### config.mk
export PLATFORM = sky130hd
export DESIGN_NAME = scr1_dmem_dma
export DESIGN_NICKNAME = d
export VERILOG_FILES = /design/src/rtl/scr1_dma_pkg.sv /design/src/rtl/scr1_memif_pkg.sv /design/src/rtl/scr1_dmem_dma.sv
export SDC_FILE = /design/constraint.sdc
export NUM_CORES = 1
export LEC_CHECK = 0
export CORE_ASPECT_RATIO = 0.75
export CORE_MARGIN = 5
export CORE_UTILIZATION = 58
export CTS_CLUSTER_DIAMETER = 200
export DETAILED_ROUTE_END_ITERATION = 6
export DONT_BUFFER_PORTS = 1
export PLACE_DENSITY = 0.74
export SYNTH_ARGS = -nofsm -noshare
export SYNTH_HDL_FRONTEND = slang
export SYNTH_SLANG_ARGS = --single-unit
### constraint.sdc
create_clock -name clk -period 2.57 [get_ports clk]
set_clock_uncertainty 0.15 [all_clocks]
set_input_delay 0.514 -clock clk [delete_from_list [all_inputs] [get_ports clk]]
set_output_delay 0.514 -clock clk [all_outputs]
set_load 0.005 [all_outputs]
### src/rtl/scr1_dma_pkg.sv
// DMA engine shared definitions: FSM state encoding (visible to the CSR wrapper
// for status decode), word stride and the word-alignment helper.
// No ports.
package scr1_dma_pkg;

    typedef enum logic [2:0] {
        SCR1_DMA_IDLE    = 3'd0,
        SCR1_DMA_RD_REQ  = 3'd1,
        SCR1_DMA_RD_RESP = 3'd2,
        SCR1_DMA_WR_REQ  = 3'd3,
        SCR1_DMA_WR_RESP = 3'd4
    } type_scr1_dma_state_e;

    localparam logic [31:0] SCR1_DMA_WORD_STRIDE = 32'd4;

    // Byte address to word address: the engine only moves whole words.
    function automatic logic [31:0] scr1_dma_word_align(input logic [31:0] addr);
        return {addr[31:2], 2'b00};
    endfunction

endpackage : scr1_dma_pkg

### src/rtl/scr1_memif_pkg.sv
// Shared SCR1 memory-interface types: command, access width and response codes
// used by every dmem/imem initiator and responder in the core.
// No ports; imported by dmem-side blocks.
package scr1_memif_pkg;

    typedef enum logic {
        SCR1_MEM_CMD_RD = 1'b0,
        SCR1_MEM_CMD_WR = 1'b1
    } type_scr1_mem_cmd_e;

    typedef enum logic [1:0] {
        SCR1_MEM_WIDTH_BYTE  = 2'b00,
        SCR1_MEM_WIDTH_HWORD = 2'b01,
        SCR1_MEM_WIDTH_WORD  = 2'b10,
        SCR1_MEM_WIDTH_ERROR = 2'b11
    } type_scr1_mem_width_e;

    typedef enum logic [1:0] {
        SCR1_MEM_RESP_NOTRDY = 2'b00,
        SCR1_MEM_RESP_RDY_OK = 2'b01,
        SCR1_MEM_RESP_RDY_ER = 2'b10,
        SCR1_MEM_RESP_ERROR  = 2'b11
    } type_scr1_mem_resp_e;

endpackage : scr1_memif_pkg

### src/rtl/scr1_dmem_dma.sv
// Purpose: single-channel word-copy engine, initiator on the SCR1 dmem interface.
// Latency: 4 cycles per word with a zero-wait responder; done at cycle 4N+1 after start.
// Backpressure: req/cmd/addr/wdata held until req_ack; NOTRDY responses wait indefinitely.
// Ports: start/src_addr/dst_addr/len control; busy/done/error/err_addr/words_done status;
//        dmem_req..dmem_wdata request channel; dmem_req_ack/dmem_rdata/dmem_resp response side.
module scr1_dmem_dma
    import scr1_memif_pkg::*;
    import scr1_dma_pkg::*;
#(
    parameter int LEN_W = 16
) (
    input  logic                 clk,
    input  logic                 rst_n,
    input  logic                 start,
    input  logic [31:0]          src_addr,
    input  logic [31:0]          dst_addr,
    input  logic [LEN_W-1:0]     len,
    output logic                 busy,
    output logic                 done,
    output logic                 error,
    output logic [31:0]          err_addr,
    output logic [LEN_W-1:0]     words_done,
    output logic                 dmem_req,
    output type_scr1_mem_cmd_e   dmem_cmd,
    output type_scr1_mem_width_e dmem_width,
    output logic [31:0]          dmem_addr,
    output logic [31:0]          dmem_wdata,
    input  logic                 dmem_req_ack,
    input  logic [31:0]          dmem_rdata,
    input  type_scr1_mem_resp_e  dmem_resp
);

    type_scr1_dma_state_e state;
    logic [31:0]          src_ptr;
    logic [31:0]          dst_ptr;
    logic [LEN_W-1:0]     remaining;

    assign dmem_width = SCR1_MEM_WIDTH_WORD;

    // dmem_wdata doubles as the read-data buffer between the read and write halves.
    always_ff @(posedge clk or negedge rst_n) begin
        if (!rst_n) begin
            state      <= SCR1_DMA_IDLE;
            src_ptr    <= '0;
            dst_ptr    <= '0;
            remaining  <= '0;
            busy       <= 1'b0;
            done       <= 1'b0;
            error      <= 1'b0;
            err_addr   <= '0;
            words_done <= '0;
            dmem_req   <= 1'b0;
            dmem_cmd   <= SCR1_MEM_CMD_RD;
            dmem_addr  <= '0;
            dmem_wdata <= '0;
        end else begin
            done <= 1'b0;
            case (state)
                SCR1_DMA_IDLE: begin
                    if (start) begin
                        error      <= 1'b0;
                        words_done <= '0;
                        if (len != '0) begin
                            src_ptr   <= scr1_dma_word_align(src_addr);
                            dst_ptr   <= scr1_dma_word_align(dst_addr);
                            remaining <= len;
                            busy      <= 1'b1;
                            dmem_req  <= 1'b1;
                            dmem_cmd  <= SCR1_MEM_CMD_RD;
                            dmem_addr <= scr1_dma_word_align(src_addr);
                            state     <= SCR1_DMA_RD_REQ;
                        end else begin
                            // Empty copy completes without touching the bus.
                            done <= 1'b1;
                        end
                    end
                end
                SCR1_DMA_RD_REQ: begin
                    if (dmem_req_ack) begin
                        dmem_req <= 1'b0;
                        state    <= SCR1_DMA_RD_RESP;
                    end
                end
                SCR1_DMA_RD_RESP: begin
                    if (dmem_resp == SCR1_MEM_RESP_RDY_OK) begin
                        dmem_wdata <= dmem_rdata;
                        dmem_req   <= 1'b1;
                        dmem_cmd   <= SCR1_MEM_CMD_WR;
                        dmem_addr  <= dst_ptr;
                        state      <= SCR1_DMA_WR_REQ;
                    end else if (dmem_resp == SCR1_MEM_RESP_RDY_ER) begin
                        error    <= 1'b1;
                        err_addr <= src_ptr;
                        done     <= 1'b1;
                        busy     <= 1'b0;
                        state    <= SCR1_DMA_IDLE;
                    end
                end
                SCR1_DMA_WR_REQ: begin
                    if (dmem_req_ack) begin
                        dmem_req <= 1'b0;
                        state    <= SCR1_DMA_WR_RESP;
                    end
                end
                SCR1_DMA_WR_RESP: begin
                    if (dmem_resp == SCR1_MEM_RESP_RDY_OK) begin
                        words_done <= words_done + 1'b1;
                        src_ptr    <= src_ptr + SCR1_DMA_WORD_STRIDE;
                        dst_ptr    <= dst_ptr + SCR1_DMA_WORD_STRIDE;
                        remaining  <= remaining - 1'b1;
                        if (remaining == LEN_W'(1)) begin
                            done  <= 1'b1;
                            busy  <= 1'b0;
                            state <= SCR1_DMA_IDLE;
                        end else begin
                            // Next read issued straight away; pointer wraps modulo 2^32.
                            dmem_req  <= 1'b1;
                            dmem_cmd  <= SCR1_MEM_CMD_RD;
                            dmem_addr <= src_ptr + SCR1_DMA_WORD_STRIDE;
                            state     <= SCR1_DMA_RD_REQ;
                        end
                    end else if (dmem_resp == SCR1_MEM_RESP_RDY_ER) begin
                        error    <= 1'b1;
                        err_addr <= dst_ptr;
                        done     <= 1'b1;
                        busy     <= 1'b0;
                        state    <= SCR1_DMA_IDLE;
                    end
                end
                default: begin
                    dmem_req <= 1'b0;
                    busy     <= 1'b0;
                    state    <= SCR1_DMA_IDLE;
                end
            endcase
        end
    end

endmodule : scr1_dmem_dma

* Yosys cells after proc, flatten, opt, wreduce, memory -nomap -nowiden *
Cells that the tools add are included.

word-level totals
  register bits after elaboration = 200
  output and inout bits = 119
  logic and storage cells = 118

cells by class
  $add $sub $neg = 4
  equality and inequality tests = 22
  multiplexer cells = 61
  bitwise logic cells = 1
  reductions and logical operators = 17

operator list
  kind                   number
  $mux 32                13
  $pmux 32 s2            3
  $pmux 32 s3            1
  $mux 16                5
  $add 32x3->32 const B  2
  $pmux 16 s2            2
  $mux 1                 24
  $ne 2x2->1 const B     12
  $mux 3                 7
  $add 16x1->16 const B  1
  $eq 16x1->1 const B    1
  $reduce_bool 16->1     1
  $sub 16x1->16 const B  1
  $pmux 3 s5             1
  $reduce_and 4->1       3
  $reduce_and 6->1       2
  $reduce_and 5->1       2
  $pmux 1 s4             2
  $eq 3x2->1 const B     2
  $pmux 1 s3             2
  $reduce_bool 2->1      3
  $ne 2x1->1 const B     2
  $reduce_or 2->1        2
  $eq 3x1->1 const B     1
  10 further kinds       10

* Depth between registers and ports, before layout *
Gate-level depths: netlist of the first run.

  word-level depth = 4
  gate-level depth with buffers = 9
  depth with buffers taken out = 7

* Worst setup path before layout of the first run *
OpenSTA, ideal clock, no wires.

  path kind = input -> register
  from = input dmem_resp[1]
  to = register words_done[10]
  arrival time = 1,992 ps
  required time = 2,295 ps
  slack = 302 ps
  cell stages on the path = 4
  buffers on the path = 0
  cells stage by stage = nand3b_2 -> a2111o_1 -> or4_4 -> mux2_4

on the way
  longest elaborated chain between the ends = 3

RTL lines
  item                        RTL line              RTL
  start, declared             scr1_dmem_dma.sv:30   input type_scr1_mem_resp_e dmem_resp
  $eq 2x1->1                  scr1_dmem_dma.sv:106  if (dmem_resp == SCR1_MEM_RESP_RDY_OK) begin
  $ne 2x2->1 (no line)        n/a
  $reduce_and 3->1 (no line)  n/a
  end signal, assigned        scr1_dmem_dma.sv:107  words_done <= words_done + 1'b1;
  end, declared               scr1_dmem_dma.sv:22   output logic [LEN_W-1:0] words_done,

No other way between the ends.
A chain may end at the register's enable or synchronous reset.

* Worst setup path in the final report of the first run *
  from = register state[0]
  to = register src_ptr[24]

on the way
  longest elaborated chain between the ends = 3
  elaborated cells between the ends (all ways) = 8
  those cells by class = eq/ne: 4; mux: 1; reduce/logical: 3

RTL lines
  item                                                       RTL line              RTL
  start, declared                                            scr1_dmem_dma.sv:33   type_scr1_dma_state_e state;
  start signal, assigned                                     scr1_dmem_dma.sv:43   state <= SCR1_DMA_IDLE;
  start signal, assigned                                     scr1_dmem_dma.sv:71   state <= SCR1_DMA_RD_REQ;
  start signal, assigned                                     scr1_dmem_dma.sv:81   state <= SCR1_DMA_RD_RESP;
  $eq 3x3->1 or $logic_not 3->1 (tied branches)              scr1_dmem_dma.sv:58   case (state)
  $ne 2x2->1 (no line) or $reduce_bool 2->1 (tied branches)  n/a
  $reduce_and 4->1 (no line)                                 n/a
  end signal, assigned                                       scr1_dmem_dma.sv:64   src_ptr <= scr1_dma_word_align(src_addr);
  end signal, assigned                                       scr1_dmem_dma.sv:108  src_ptr <= src_ptr + SCR1_DMA_WORD_STRIDE;
  end, declared                                              scr1_dmem_dma.sv:34   logic [31:0] src_ptr;

Several ways; a longest one is shown, not always the timed one.

==> results of run 1 <==
## cell usage after synthesis (all sizes together), types with 3 or more instances
cell type	n	area, sq um
nor2	78	293
o22a	12	105
or3	10	62.6
nand2	100	375
nand2b	9	63.8
nor3b	4	30.0
a31oi	31	200
inv	25	93.8
xnor2	11	96.3
buf	38	211
mux2	45	510
o32ai	10	87.6
xor2	6	52.6
a21boi	4	30.0
a21o	4	30.0
or2	4	25.0
o22ai	24	150
a22oi	34	255
and4	10	87.6
a2bb2oi	23	201
nor3	49	250
o31ai	5	37.5
ha	5	62.6
mux2i	19	190
nor2b	4	25.0
o21ai	125	626
a21oi	112	564
nor4	26	178
and3	10	62.6
o21a	7	52.6
and2	10	62.6
o211ai	3	22.5
clkbuf	65	246
nand3	39	195
a31o	4	35.0
dfrtp	194	4850
o31a	6	52.6
or4	7	56.3
nand4	31	200
## report_power, final
part	internal, mW	switching [mW]	total [mW]
clock network	1.32	1.31	2.63
logic	2.30	2.92	5.22
registers	4.39	1.69	6.08
## through the flow
step                 util  power [mW]  setup slack (ps)
finish              0.650        13.9               161
global route        0.650        14.8              47.8
CTS                 0.649        13.8              57.1
detailed placement  0.618        11.2              78.8
global placement    0.618        11.0               152
floorplan               -        9.27               302
## logic make-up after synthesis
group                    Yosys count  synth area share
AO/OA/AOI/OAI                    420             0.240
XOR/XNOR                          17            0.0136
adder cells (fa/ha/maj)            5           0.00571
buffers and inverters            128            0.0503
flip-flops                       194             0.443
multiplexers                      64            0.0639
other                              2          0.000685
AND/OR/NAND/NOR                  395             0.183
## sequential cells by signal, indices dropped and copies added, names as in the netlist
register	cells
remaining	16
words_done	16
dmem_wdata	32
done	1
err_addr	31
busy	1
dmem_cmd	1
state	3
dst_ptr	30
error	1
dmem_addr	31
dmem_req	1
src_ptr	30
## critical path, cell delays in order (launching register included)
cell and delay [ps]:
dfrtp_1 540, or2_1 340, buf_4 180, a21oi_2 260
o21a_2 340, buf_12 210, o21ai_0 110, a2bb2oi_1 190
## final cells by class
type	count	area (sq um)
Clock buffer	18	439
Sequential cell	194	4860
Tap cell	247	309
Clock inverter	14	133
Timing Repair Buffer	62	578
Multi-Input combinational cell	903	5610
Fill cell	1524	6480
Inverter	25	93.8
## worst paths after layout
path                               start       endpoint  slack, ps
max in group asynchronous          rst_n  dmem_addr[26]       2310
max reg2reg                     state[0]    src_ptr[24]        160
min in group clk            dmem_req_ack       state[0]         40
min                                rst_n    err_addr[1]       -380
max                             state[0]    src_ptr[24]        160
min reg2reg                remaining[15]  remaining[15]        350
## metal layers
layer	wire length [microns]	vias to the layer above	global-route usage
li1	-	4516	-
met1	13900	4663	0.434
met2	13500	578	0.396
met3	4630	51	0.113
met4	714	6	0.0887
met5	34	-	0
## timing repair
item | in CTS | in global routing
hold endpoints to repair | 194 | 194
resized for setup | 0 | 4
setup endpoints to repair | 0 | 27
==> metrics.cfg, run 1 <==
[placement]
portBuffers=0
gpl.final_weighted_congestion=0.932
place.detailed.hpwl_mm=23.2
dp.cells=1431
placement.cell_area_sq_um=11400

[die]
core_footprint_sq_um=18500
floorplan.die_area_sq_um=21800
ioPinCount=237
die_w_microns=169
chipHeight_microns=129
initial_core_util=0.592
rows=43

[synthesis]
synth_edf_count=0
ys_warn_count=0
synth_cells=1225
post_synth_net_total=1348
synth.ff_latch_count=194
async_reset_ff_frac=1.00
synthFlopType=dfrtp_1
synth.yosys.seq_area_share=0.443
syn_area_per_cell_sq_um=8.95
synth_cell_type_count=70
mappedNetlistArea_sq_um=11000

[route]
detail_route.vias_per_cell=6.71
finalWirelength_mm=32.8
drt_pass1_iterations=5
postRouteAntennaNets=0
drcViolationCount=0
drt_first_iter_violations=1221
vias=9814
drt-wirelength-per-cell_microns=22.4

[power]
power.density_cell_area_nw_per_um2=1160
power.ir.vdd_worst_v=0.000567
leakage_power_of_the_design_nw=4.79

[final_layout]
final_common_cell=dfrtp_1
num-nets-final=1326
layout.cell_area.non_filler_sq_um=12000
layoutNonFillerInstCount=1463
area_overhead_of_the_layout_relative_to_synthesis_pct=9.67
most-common-layout-cells=dfrtp_1 (193), o21ai_0 (123), a21oi_1 (111)
fraction_of_layout_cells_with_a_size_suffix_above_1=0.138
diodes=0

[sta]
period_share=0.938
tightest_slew_ps=583
clock.fmax_mhz=415
setup_viol=0
max-slew-margin-rel=0.608
report.final.hold_viol_count=194
report.final.slew_viol_count=0
grt_setup_unrepaired=false
finalWorstPathRequiredPeriod_ps=2410
fin_setup_tns_ps=0
hold_slack_ps=-376

[critical_path]
worstSetupEndpointType=flop
worst_ep_required_time_ps=2780
worst-endpoint-arrival_ps=2620
worst-path-max-fanout=25
setup.worst_path.start_class=flop
worst-setup-path-type=reg2reg
worst_r2r_path_depth=7

[grt]
grt_first_pass_wirelength_mm=50.3
grt_max_degree=195
globalRouteOverflowTotal=0
via_count_of_the_first_global_routing_pass=8842
antenna_found_initial=3
grt_util_all_layers=0.292

[clocking]
cts-root-buf=clkbuf_16
clockBufferDepth=2
cts_sinks=194
cts_inserted_buffers=17
post-cts-setup-buffer-count=0
tritoncts_clock_tree=built
cts_htree_levels=4
clkTransAtPathRegs_ps=80
clk_latency_ps=440

[worst_hold_path]
hold_path_class=in2async

[flow_run]
max_cap_viol_count=0

[outcome]
violated_checks=negative hold slack
status=finished with violations

No activity file was read; power rests on OpenSTA's default activity.
==> inputs of run 2 (changes only) <==
Settings changed: GPL_ROUTABILITY_DRIVEN set to 0.
==> run 2 against run 1 <==
Against the previous run:
- count of clock-buffer cells in the layout rose by 1
- critical path type unchanged
- utilization rose by 0.38 points
- global-route usage rose by 0.31 points
- clock power rose by 7%
- hold slack got worse by 4.3 ps
- critical path depth fell by 1
- critical endpoint is now dmem_addr[30]
- die area did not move
- the flow still finishes with violations (negative hold slack)
- cell count barely moved
- cell area rose by 0.58%
- register-to-register slack got worse by 20 ps
==> metrics.cfg, run 2 (synthesis gave the netlist of run 1 again) <==
[clocking]
clockBufferDepth=2
clkTransAtPathRegs_ps=80
cts_htree_levels=4
cts-root-buf=clkbuf_16
post-cts-setup-buffer-count=0
tritoncts_clock_tree=built
cts_sinks=194
clk_latency_ps=440
cts_inserted_buffers=17

[final_layout]
num-nets-final=1327
largest_reg_flops=32
most_flops_register=dmem_wdata
area_overhead_of_the_layout_relative_to_synthesis_pct=10.3
final_common_cell=dfrtp_1
final_core_area_utilization=0.653
layout.cell_area.non_filler_sq_um=12100
diodes=0
biggestRegsByFlops=dmem_wdata x32, dmem_addr x31, err_addr x31
most-common-layout-cells=dfrtp_1 (193), o21ai_0 (123), a21oi_1 (111)
fraction_of_layout_cells_with_a_size_suffix_above_1=0.140

[grt]
via_count_of_the_first_global_routing_pass=9131
grt_max_degree=195
globalRouteOverflowTotal=0
grt_first_pass_wirelength_mm=51.2
grt_util_all_layers=0.296
antenna_found_initial=2

[critical_path]
worst_ep_required_time_ps=2790
reg2reg_to=dmem_addr[30]
reg2reg_setup_slack_ps=140
setup.worst_path.start_class=flop
worst-path-max-fanout=11
worst-endpoint-arrival_ps=2650
worstSetupEndpointType=flop
reg2reg_from=src_ptr[3]
worst_r2r_path_depth=6
worst-setup-path-type=reg2reg

[sta]
clock.fmax_mhz=411
setup_viol=0
period_share=0.946
finalWorstPathRequiredPeriod_ps=2430
tightest_slew_ps=642
hold_slack_ps=-380
report.final.hold_viol_count=194
grt_setup_unrepaired=false
report.final.slew_viol_count=0
max-slew-margin-rel=0.568
fin_setup_tns_ps=0

[route]
detail_route.vias_per_cell=6.66
finalWirelength_mm=32.5
drcViolationCount=0
drt_first_iter_violations=1222
drt_pass1_iterations=5
vias=9743
drt-wirelength-per-cell_microns=22.2
postRouteAntennaNets=0

[placement]
portBuffers=0
placement.cell_area_sq_um=11400
place.detailed.hpwl_mm=23.1

[power]
power.density_cell_area_nw_per_um2=1170
power.ir.vdd_worst_v=0.000466
leakage_power_of_the_design_nw=4.82

[die]
initial_core_util=0.592
rows=43
core_footprint_sq_um=18500
chipHeight_microns=129
ioPinCount=237
floorplan.die_area_sq_um=21800
die_w_microns=169

[outcome]
violated_checks=negative hold slack
status=finished with violations

[flow_run]
max_cap_viol_count=0

[worst_hold_path]
hold_path_class=in2async

[run 2: changes by cell type in the layout (fill, tap and decap cells not counted), sizes merged]
cell	previous run	this run
buf	62	63
bufinv	0	2
clkbuf	18	19
clkinv	3	4
clkinvlp	1	0
inv	35	32
[run 2: through the flow]
| step | setup slack, ps | total power [mW] | cells | hold slack (ps) |
|---|---|---|---|---|
| 2_1_floorplan | 302 | 9.27 | 1225 | 68.4 |
| 3_3_place_gp | 141 | 11.0 | 1432 | 74.7 |
| 3_5_place_dp | 68.4 | 11.2 | 1432 | 72.0 |
| 4_1_cts | 73.8 | 14.0 | 1464 | -392 |
| 5_1_grt | 2.76 | 15.1 | 1464 | -400 |
| 6_report | 139 | 14.1 | 1464 | -380 |
[run 2: worst max-delay path by stage]
stage                 startpoint        endpoint  slack, ps  cells past startpoint
detailed placement       len[11]     src_ptr[15]         70                      7
floorplan           dmem_resp[1]  words_done[10]        300                      4
global placement        state[2]   dmem_addr[15]        140                      6
finish                src_ptr[3]   dmem_addr[30]        140                      6
global route          src_ptr[3]   dmem_addr[30]          3                      6
CTS                     state[2]   dmem_addr[13]         70                      6
[run 2: critical path, cell delays in order, from the launching register on]
cell and delay, ps:
dfrtp_1 440, ha_1 310, nand3_1 130, or4_1 720, nor4_1 290, o21ai_0 130
a31oi_1 200
[run 2: timing repair]
| item | in CTS | in global routing |
|---|---|---|
| gates resized for setup | 0 | 6 |
| endpoints found under the hold margin | 194 | 194 |
| setup endpoints to repair | 0 | 13 |
[run 2: area by class of cell]
class                           count  area, sq um
Clock inverter                     13          166
Multi-Input combinational cell    903         5630
Sequential cell                   194         4860
Timing Repair Buffer               63          586
Inverter                           25         93.8
Tap cell                          247          309
Fill cell                        1530         6410
Clock buffer                       19          453
[run 2: layer usage]
metal | part of all wire | track usage | up-vias | routed length (microns)
met5 | 0.00077 | 0 | - | 25
met4 | 0.018 | 0.0706 | 4 | 591
met3 | 0.14 | 0.110 | 45 | 4460
met2 | 0.42 | 0.411 | 507 | 13500
met1 | 0.43 | 0.440 | 4675 | 14000
li1 | - | - | 4512 | -
[run 2: where the power goes]
part / switching (mW) / internal (mW)
clock network: 1.28 / 1.53
logic: 2.96 / 2.32
registers: 1.64 / 4.39
total: 5.88 / 8.25
==> inputs of run 3 (changes only) <==
Settings changed: SLEW_MARGIN set to 20.
==> results of run 3 <==
No change in the layout: final DEF, timing and power equal those of run 2.
